`src/rtl/led_drv_pkg.sv`:
```
`default_nettype none
// ============================================================================
// Package     : led_drv_pkg
// Description : Shared FSM state encoding, default one-wire LED timing
//               constants and counter-width helper for the LED strip driver.
// Revision    : 1.0 - initial release
// ============================================================================
package led_drv_pkg;

    // Frame sequencer states
    typedef enum logic [1:0] {
        ST_IDLE  = 2'd0,
        ST_FETCH = 2'd1,
        ST_SHIFT = 2'd2,
        ST_LATCH = 2'd3
    } led_state_e;

    // Default waveform timing in clock cycles
    localparam int DEF_T0H  = 20;
    localparam int DEF_T1H  = 40;
    localparam int DEF_TBIT = 62;
    localparam int DEF_TRST = 15000;

    // Bits needed to hold 0..max_count (never less than one bit)
    function automatic int cnt_width(input int max_count);
        return (max_count < 1) ? 1 : $clog2(max_count + 1);
    endfunction

endpackage
`default_nettype wire

```
`src/rtl/led_bit_encoder.sv`:
```
`default_nettype none
// ============================================================================
// Module      : led_bit_encoder
// Description : Per-bit one-wire waveform timer. While go is held high it
//               produces back-to-back bit periods of TBIT cycles; dout is
//               high for T1H (bit_val=1) or T0H (bit_val=0) cycles at the
//               start of each period. bit_done flags a period's last cycle.
// Revision    : 1.0 - initial release
// ============================================================================
module led_bit_encoder
    import led_drv_pkg::*;
#(
    parameter int T0H  = DEF_T0H,
    parameter int T1H  = DEF_T1H,
    parameter int TBIT = DEF_TBIT
) (
    input  logic clk,
    input  logic rst,
    input  logic go,
    input  logic bit_val,
    output logic dout,
    output logic bit_done
);

    localparam int                 c_CNT_W = cnt_width(TBIT - 1);
    localparam logic [c_CNT_W-1:0] c_LAST  = c_CNT_W'(TBIT - 1);
    localparam logic [c_CNT_W-1:0] c_HI0   = c_CNT_W'(T0H);
    localparam logic [c_CNT_W-1:0] c_HI1   = c_CNT_W'(T1H);

    logic [c_CNT_W-1:0] r_cnt;
    logic               w_bit_done;

    assign w_bit_done = go && (r_cnt == c_LAST);
    assign bit_done   = w_bit_done;
    // Bit value comes from a register, so dout only changes just after an edge
    assign dout       = go && (r_cnt < (bit_val ? c_HI1 : c_HI0));

    // Position within the current bit period; parked at zero while idle
    always_ff @(posedge clk) begin
        if (rst) begin
            r_cnt <= '0;
        end else if (!go || w_bit_done) begin
            r_cnt <= '0;
        end else begin
            r_cnt <= r_cnt + 1'b1;
        end
    end

endmodule
`default_nettype wire

```
`src/rtl/led_strip_driver.sv`:
```
`default_nettype none
// ============================================================================
// Module      : led_strip_driver
// Description : Reads LED_NUM pixel words from an external pixel RAM and
//               streams them MSB-first as a one-wire LED waveform, followed
//               by a TRST-cycle latch gap and a done pulse.
// Config      : LED_AUTO_REFRESH_EN - when defined, the latch gap is followed
//               directly by a new frame (busy stays high, frames repeat).
// Revision    : 1.0 - initial release
// ============================================================================
module led_strip_driver
    import led_drv_pkg::*;
#(
    parameter int ADDR_WIDTH = 4,
    parameter int DATA_WIDTH = 24,
    parameter int LED_NUM    = 16,
    parameter int RD_LATENCY = 0,
    parameter int T0H        = DEF_T0H,
    parameter int T1H        = DEF_T1H,
    parameter int TBIT       = DEF_TBIT,
    parameter int TRST       = DEF_TRST
) (
    input  logic                  clk,
    input  logic                  rst,
    input  logic                  start,
    output logic [ADDR_WIDTH-1:0] rd_addr,
    input  logic [DATA_WIDTH-1:0] rd_data,
    output logic                  busy,
    output logic                  done,
    output logic                  led_dout
);

    localparam int c_FETCH_W = cnt_width(RD_LATENCY);
    localparam int c_BIT_W   = cnt_width(DATA_WIDTH - 1);
    localparam int c_PIX_W   = cnt_width(LED_NUM - 1);
    localparam int c_LAT_W   = cnt_width(TRST - 1);

    localparam logic [c_FETCH_W-1:0] c_FETCH_LAST = c_FETCH_W'(RD_LATENCY);
    localparam logic [c_BIT_W-1:0]   c_BIT_LAST   = c_BIT_W'(DATA_WIDTH - 1);
    localparam logic [c_BIT_W-1:0]   c_BIT_PENULT = c_BIT_W'(DATA_WIDTH - 2);
    localparam logic [c_PIX_W-1:0]   c_PIX_LAST   = c_PIX_W'(LED_NUM - 1);
    localparam logic [c_LAT_W-1:0]   c_LAT_LAST   = c_LAT_W'(TRST - 1);

    // Reject parameter sets the timing scheme cannot honour
    generate
        if (!(T0H < T1H && T1H < TBIT && TBIT > RD_LATENCY + 2)) begin : g_bad_timing
            $error("led_strip_driver: need T0H < T1H < TBIT and TBIT > RD_LATENCY+2");
        end
        if (ADDR_WIDTH < 4 || ADDR_WIDTH > 10 || DATA_WIDTH < 8 || DATA_WIDTH > 32 ||
            LED_NUM < 1 || LED_NUM > (1 << ADDR_WIDTH) ||
            RD_LATENCY < 0 || RD_LATENCY > 1 || TRST < 1) begin : g_bad_range
            $error("led_strip_driver: parameter outside legal range");
        end
    endgenerate

    led_state_e              r_state;
    led_state_e              w_next_state;
    logic [c_FETCH_W-1:0]    r_fetch_cnt;
    logic [c_BIT_W-1:0]      r_bit_cnt;
    logic [c_PIX_W-1:0]      r_pix_cnt;
    logic [c_LAT_W-1:0]      r_lat_cnt;
    logic [DATA_WIDTH-1:0]   r_shreg;
    logic [ADDR_WIDTH-1:0]   r_addr;
    logic                    r_busy;
    logic                    r_done;

    logic w_go;
    logic w_bit_done;
    logic w_fetch_done;
    logic w_last_bit;
    logic w_last_pix;
    logic w_latch_done;

    assign w_go         = (r_state == ST_SHIFT);
    assign w_fetch_done = (r_state == ST_FETCH) && (r_fetch_cnt == c_FETCH_LAST);
    assign w_last_bit   = (r_bit_cnt == c_BIT_LAST);
    assign w_last_pix   = (r_pix_cnt == c_PIX_LAST);
    assign w_latch_done = (r_state == ST_LATCH) && (r_lat_cnt == c_LAT_LAST);

    assign rd_addr = r_addr;
    assign busy    = r_busy;
    assign done    = r_done;

    led_bit_encoder #(
        .T0H  (T0H),
        .T1H  (T1H),
        .TBIT (TBIT)
    ) u_bit_enc (
        .clk      (clk),
        .rst      (rst),
        .go       (w_go),
        .bit_val  (r_shreg[DATA_WIDTH-1]),
        .dout     (led_dout),
        .bit_done (w_bit_done)
    );

    // State register
    always_ff @(posedge clk) begin
        if (rst) begin
            r_state <= ST_IDLE;
        end else begin
            r_state <= w_next_state;
        end
    end

    // Next-state decode
    always_comb begin
        w_next_state = r_state;
        case (r_state)
            ST_IDLE: begin
                if (start) begin
                    w_next_state = ST_FETCH;
                end
            end
            ST_FETCH: begin
                if (w_fetch_done) begin
                    w_next_state = ST_SHIFT;
                end
            end
            ST_SHIFT: begin
                if (w_bit_done && w_last_bit && w_last_pix) begin
                    w_next_state = ST_LATCH;
                end
            end
            ST_LATCH: begin
                if (w_latch_done) begin
`ifdef LED_AUTO_REFRESH_EN
                    w_next_state = ST_FETCH;
`else
                    w_next_state = ST_IDLE;
`endif
                end
            end
            default: w_next_state = ST_IDLE;
        endcase
    end

    // Counters, shift register, read address and status flags
    always_ff @(posedge clk) begin
        if (rst) begin
            r_fetch_cnt <= '0;
            r_bit_cnt   <= '0;
            r_pix_cnt   <= '0;
            r_lat_cnt   <= '0;
            r_shreg     <= '0;
            r_addr      <= '0;
            r_busy      <= 1'b0;
            r_done      <= 1'b0;
        end else begin
            r_done <= 1'b0;
            case (r_state)
                ST_IDLE: begin
                    if (start) begin
                        r_busy      <= 1'b1;
                        r_addr      <= '0;
                        r_fetch_cnt <= '0;
                    end
                end
                ST_FETCH: begin
                    if (w_fetch_done) begin
                        r_shreg     <= rd_data;
                        r_fetch_cnt <= '0;
                        r_bit_cnt   <= '0;
                        r_pix_cnt   <= '0;
                    end else begin
                        r_fetch_cnt <= r_fetch_cnt + 1'b1;
                    end
                end
                ST_SHIFT: begin
                    if (w_bit_done) begin
                        if (w_last_bit) begin
                            r_bit_cnt <= '0;
                            if (!w_last_pix) begin
                                // Next word has been addressed for a whole bit period
                                r_shreg   <= rd_data;
                                r_pix_cnt <= r_pix_cnt + 1'b1;
                            end
                        end else begin
                            r_shreg   <= {r_shreg[DATA_WIDTH-2:0], 1'b0};
                            r_bit_cnt <= r_bit_cnt + 1'b1;
                            // Advance the address as the last bit starts, giving the RAM time to respond
                            if (r_bit_cnt == c_BIT_PENULT && !w_last_pix) begin
                                r_addr <= r_addr + 1'b1;
                            end
                        end
                    end
                end
                ST_LATCH: begin
                    if (w_latch_done) begin
                        r_done    <= 1'b1;
                        r_lat_cnt <= '0;
`ifdef LED_AUTO_REFRESH_EN
                        r_addr      <= '0;
                        r_fetch_cnt <= '0;
`else
                        r_busy    <= 1'b0;
`endif
                    end else begin
                        r_lat_cnt <= r_lat_cnt + 1'b1;
                    end
                end
                default: ;
            endcase
        end
    end

endmodule
`default_nettype wire

```
`config.mk`:
```
export PLATFORM = sky130hd
export DESIGN_NAME = led_strip_driver
export DESIGN_NICKNAME = d
export VERILOG_FILES = /design/src/rtl/led_drv_pkg.sv /design/src/rtl/led_bit_encoder.sv /design/src/rtl/led_strip_driver.sv
export SDC_FILE = /design/constraint.sdc
export NUM_CORES = 1
export LEC_CHECK = 0
export CORE_UTILIZATION = 51
export DETAILED_ROUTE_END_ITERATION = 12
export PLACE_DENSITY = 0.76
export SLEW_MARGIN = 20
export SYNTH_ARGS = -nofsm -noshare
export SYNTH_HDL_FRONTEND = slang
export SYNTH_HIERARCHICAL = 1
export SYNTH_SLANG_ARGS = --single-unit
```
`constraint.sdc`:
```
create_clock -name clk -period 2.1 [get_ports clk]
set_input_delay 0.315 -clock clk [delete_from_list [all_inputs] [get_ports clk]]
set_output_delay 0.315 -clock clk [all_outputs]
set_load 0.05 [all_outputs]
```
# Yosys cells after proc, flatten, opt, wreduce, memory -nomap -nowiden

Cells that the tools add are included.

Input port bits: 27
Output and inout bits: 7
Register bits after elaboration: 62
Logic and storage cells: 94

$lt $le $gt $ge: 1
Add/sub/neg operators: 6
Bitwise operators: 2
Reductions and logical operators: 24
Multiplexer cells: 33
Eq/ne operators: 18

Operators by type and width:

| operator              | count |
|---|---|
| $mux 24               | 4 |
| $pmux 24 s2           | 1 |
| $mux 4                | 8 |
| $ne 2x2->1 const B    | 9 |
| $pmux 4 s2            | 2 |
| $mux 5                | 3 |
| $add 14x1->14 const B | 1 |
| $eq 14x14->1 const B  | 1 |
| $mux 14               | 1 |
| $eq 5x5->1 const B    | 2 |
| $pmux 5 s2            | 1 |
| $reduce_and 5->1      | 2 |
| $add 4x1->4 const B   | 2 |
| $mux 2                | 4 |
| $pmux 2 s4            | 1 |
| $reduce_and 4->1      | 2 |
| $reduce_bool 2->1     | 4 |
| $logic_and 1x1->1     | 7 |
| $add 6x1->6 const B   | 1 |
| $eq 6x6->1 const B    | 1 |
| $lt 6x6->1            | 1 |
| $mux 6                | 1 |
| $reduce_and 3->1      | 2 |
| $add 5x1->5 const B   | 1 |
| other kinds (13)      | 22 |

# Depth between registers and ports, before layout

Depth in word-level cells: 7
Gate-level depth with buffers: 10
Depth with buffers taken out: 8

# By module

Netlist, hierarchy kept.

Modules (own cells, without submodules):

| module           | instances | sequential area each (sq um) | cells each | area an instance (sq um) |
|---|---|---|---|---|
| led_strip_driver | 1         | 1121.1                       | 332        | 3012.9 |
| led_bit_encoder  | 1         | 120.1                        | 37         | 332.8 |

# Least setup slack after synthesis

No wires, ideal clock.

Kind: reg2out
Start: register r_shreg[23]
End: output port led_dout
Buffers on the path: 0
Data required time: 1785 ps
Cell stages (with the launch flop): 5
Data arrival time: 1795 ps
Path slack: -10 ps
Path through: dfxtp_1 > inv_1 > ha_1 > a211o_1 > a31oi_1

Cells in the longest elaborated chain, start to end: 3

RTL lines:

| what                     | RTL line                | text |
|---|---|---|
| start: declaration       | led_strip_driver.sv:62  | `logic [DATA_WIDTH-1:0] r_shreg;` |
| start signal: assignment | led_strip_driver.sv:161 | `r_shreg <= rd_data;` |
| start signal: assignment | led_strip_driver.sv:175 | `r_shreg <= rd_data;` |
| start signal: assignment | led_strip_driver.sv:179 | `r_shreg <= {r_shreg[DATA_WIDTH-2:0], 1'b0};` |
| $mux 6                   | led_bit_encoder.sv:36   | `assign dout = go && (r_cnt < (bit_val ? c_HI1 : c_HI0));` |
| $lt 6x6->1               | led_bit_encoder.sv:36   |  |
| $logic_and 1x1->1        | led_bit_encoder.sv:36   |  |
| end: declaration         | led_strip_driver.sv:30  | `output logic led_dout` |

Every way passes these cells.

# Final worst setup path

Start: register u_bit_enc.r_cnt[1]
End: register r_addr[2], in the netlist rd_addr[2]

Cells in the longest elaborated chain, start to end: 4

RTL lines:

| what                       | RTL line                | text |
|---|---|---|
| start: declaration         | led_bit_encoder.sv:30   | `logic [c_CNT_W-1:0] r_cnt;` |
| start signal: assignment   | led_bit_encoder.sv:45   | `r_cnt <= r_cnt + 1'b1;` |
| $eq 6x6->1                 | led_bit_encoder.sv:33   | `assign w_bit_done = go && (r_cnt == c_LAST);` |
| $logic_and 1x1->1          | led_bit_encoder.sv:33   |  |
| named net w_bit_done       | led_strip_driver.sv:68  | `logic w_bit_done;` |
| $ne 2x2->1 (no line)       | -                       |  |
| $reduce_and 5->1 (no line) | -                       |  |
| end signal: assignment     | led_strip_driver.sv:183 | `r_addr <= r_addr + 1'b1;` |
| end: declaration           | led_strip_driver.sv:63  | `logic [ADDR_WIDTH-1:0] r_addr;` |

The timed path passes the listed nets, and every way through them passes these cells.
A chain may end at the register's enable or synchronous reset.

==> reports/qor.csv <==
metric,value,unit
status,finished with violations,
violations,negative setup slack,
p_leak,1.52,nW
clockBufferDepth,2,
numCtsBuffers,9,
start_kind,register,
ys.warnings.count,6,
drt-vias-per-instance,5.79,
async_flop_share,0,%
antenna_found_initial,0,
drc_errors,0,
hp-class,in2reg,
holdBufCountCts,0,
synth_edf_count,0,
skew,8.25,ps
critPathRequiredTime,2360,ps
chipWidth,83.0,microns
synthCells,369,
core,6350,sq um
ir_drop,0.000689,V
cts_sinks,62,
design_area,4130,sq um
finalCritPeriodShare,101,%
ys_types,56,
root_buffer,clkbuf_8,
relSlewSlack,62.6,%
drtAntennaViolNets,0,
drt_iter0_markers,179,
track_usage,22.2,%
arrival,2380,ps
synth.avg_cell_area,9.07,sq um
hold_slack,449,ps
ff2ff_setup_slack,-20,ps
synth-seq-area-share,37.1,%
io_buffers,33,
final_common_cell,dfxtp_1,
via_count,2888,
worstMarginPinSlew,562,ps
initial_core_util,52.7,%
most-common-layout-cells,"58 x dfxtp_1, 34 x nand2_1, 33 x a21oi_1, 31 x nand3_1, 31 x clkdlybuf4s50_1",
syn_nets,411,
dpl_cell_area,3850,sq um
area_growth,23.4,%
layout.nets,459,
grt_first_pass_wirelength,12600,microns
setup_tns,-30.9,ps
hold_viol_final,0,
drv_cap,0,
clkLatencyLatePin,330,ps
gp_congestion,0.867,
grt_pass1_vias,2822,
synth_area,3350,sq um
clk_pin_slew_worst_paths,70,ps
setup_viol_count_final,2,
ys_ff_latch,62,
path_class,reg2reg,
drtPass1Iterations,4,
drive_above_1_share,23.2,%
drt-total-wl,7230,microns
place_hpwl,4970,microns
slew_viol_final,0,
num_rows,29,
synth_ff_type,dfxtp_1,
cts_tree,done,
finalCriticalPeriod,2120,ps
wire_per_inst,14.5,microns
dp_slack,-50.2,ps
rsz0062_at_grt,yes,
ioPinCount,34,
power_density,1080,nW/um^2
grt_overflow,0,
htree_levels,3,
fin_ws,-18.2,ps
die_h,83.0,microns
die_area,6890,sq um
setup.worst_path.end_class,register,
grt_start_max_net_pins,29,
cp_max_fo,3,
fin_total_pwr,4.44,mW
fmax,472,MHz
diodes,0,
[synth_stat cells, types with 2 or more instances]
library cell,count,area (sq um)
a211o_1,2,17.5
a311oi_1,4,35.0
mux2_2,2,22.5
nor3_1,11,55.1
a31oi_1,2,12.5
nand2_1,35,131
nor2b_1,2,12.5
clkbuf_1,14,52.6
or4_1,3,22.5
or3_1,2,12.5
nand3_1,31,155
o31ai_1,3,22.5
or4b_4,2,27.5
nand2b_1,4,25.0
o21ai_0,8,40.0
dfxtp_1,62,1240
clkbuf_8,2,27.5
xor2_1,11,96.3
nor2_1,25,93.8
mux2i_1,3,30.0
a2111oi_0,2,17.5
and2_1,4,25.0
inv_1,12,45.0
a311oi_2,20,300
buf_2,4,20.0
buf_6,5,56.3
xnor2_1,8,70.1
nand4_1,12,75.1
ha_1,15,188
a21oi_1,33,165
[per-layer routing]
metal,share of wire [%],vias to the layer above,global-route usage [%]
met4,1.2,0,9.40
li1,-,1444,-
met1,46,1382,26.6
met3,2.8,8,4.08
met2,50,54,38.8
met5,0,-,0
[area by class of cell]
class / count / area, sq um
fillers: 514 / 2220
multi-input cells: 270 / 1970
flip-flops and latches: 62 / 1250
repair buffers: 62 / 582
clock buffers: 12 / 165
well taps: 77 / 96.3
inverters: 12 / 45.0
clock inverters: 4 / 20.0
[stage by stage]
stage | util [%] | cells
after detailed placement | 60.6 | 480
after global placement | 60.6 | 480
after floorplan | - | 369
after CTS | 63.6 | 496
final | 65.0 | 499
after global routing | 65.0 | 499
[power breakdown]
| part | internal (mW) | switching, mW |
|---|---|---|
| logic | 0.841 | 1.06 |
| registers | 1.42 | 0.144 |
| clock network | 0.517 | 0.455 |
[path summary, 6_finish.rpt]
check,from,endpoint,cells after the start
max,u_bit_enc/r_cnt[1]$_SDFF_PP0_,rd_addr[2]$_SDFFE_PP0P_,9
min,rst,done$_SDFF_PP0_,2
max reg2reg,u_bit_enc/r_cnt[1]$_SDFF_PP0_,rd_addr[2]$_SDFFE_PP0P_,9
min reg2reg,r_fetch_cnt$_SDFFE_PP0P_,r_fetch_cnt$_SDFFE_PP0P_,2
[registers in the layout, indices dropped and copies added (netlist names)]
| signal | count |
|---|---|
| busy | 1 |
| done | 1 |
| r_bit_cnt | 5 |
| r_fetch_cnt | 1 |
| r_lat_cnt | 14 |
| r_pix_cnt | 4 |
| r_shreg | 24 |
| r_state | 2 |
| rd_addr | 4 |
| u_bit_enc/r_cnt | 6 |
[worst max-delay path, cell delays in order (launching register included)]
cell	delay (ps)
dfxtp_2	330
inv_2	60
ha_4	120
nand4_1	150
nor3_2	220
buf_4	170
nand2_2	60
o41a_1	330
or4_1	510
a21oi_1	130
[cells by family (layout without fill, tap and decap cells)]
group / Yosys count / count (layout) / synth area share [%]
and+or+nand+nor: 146 / 146 / 23.6
AOI/OAI and AO/OA: 85 / 85 / 21.2
DFF: 62 / 62 / 37.1
buffers and inverters: 37 / 90 / 6.02
xor gates and xnor gates: 19 / 19 / 4.97
adders and majority gates: 15 / 15 / 5.61
muxes: 5 / 5 / 1.57
[timing repair]
item / in CTS / in global routing
hold endpoints to repair: 0 / 0
gates cloned: 0 / 0
resized for setup: 2 / 17
setup buffers: 0 / 3
pin swaps: 0 / 3
setup endpoints to repair: 4 / 31
(Power assumes the default switching activity.)
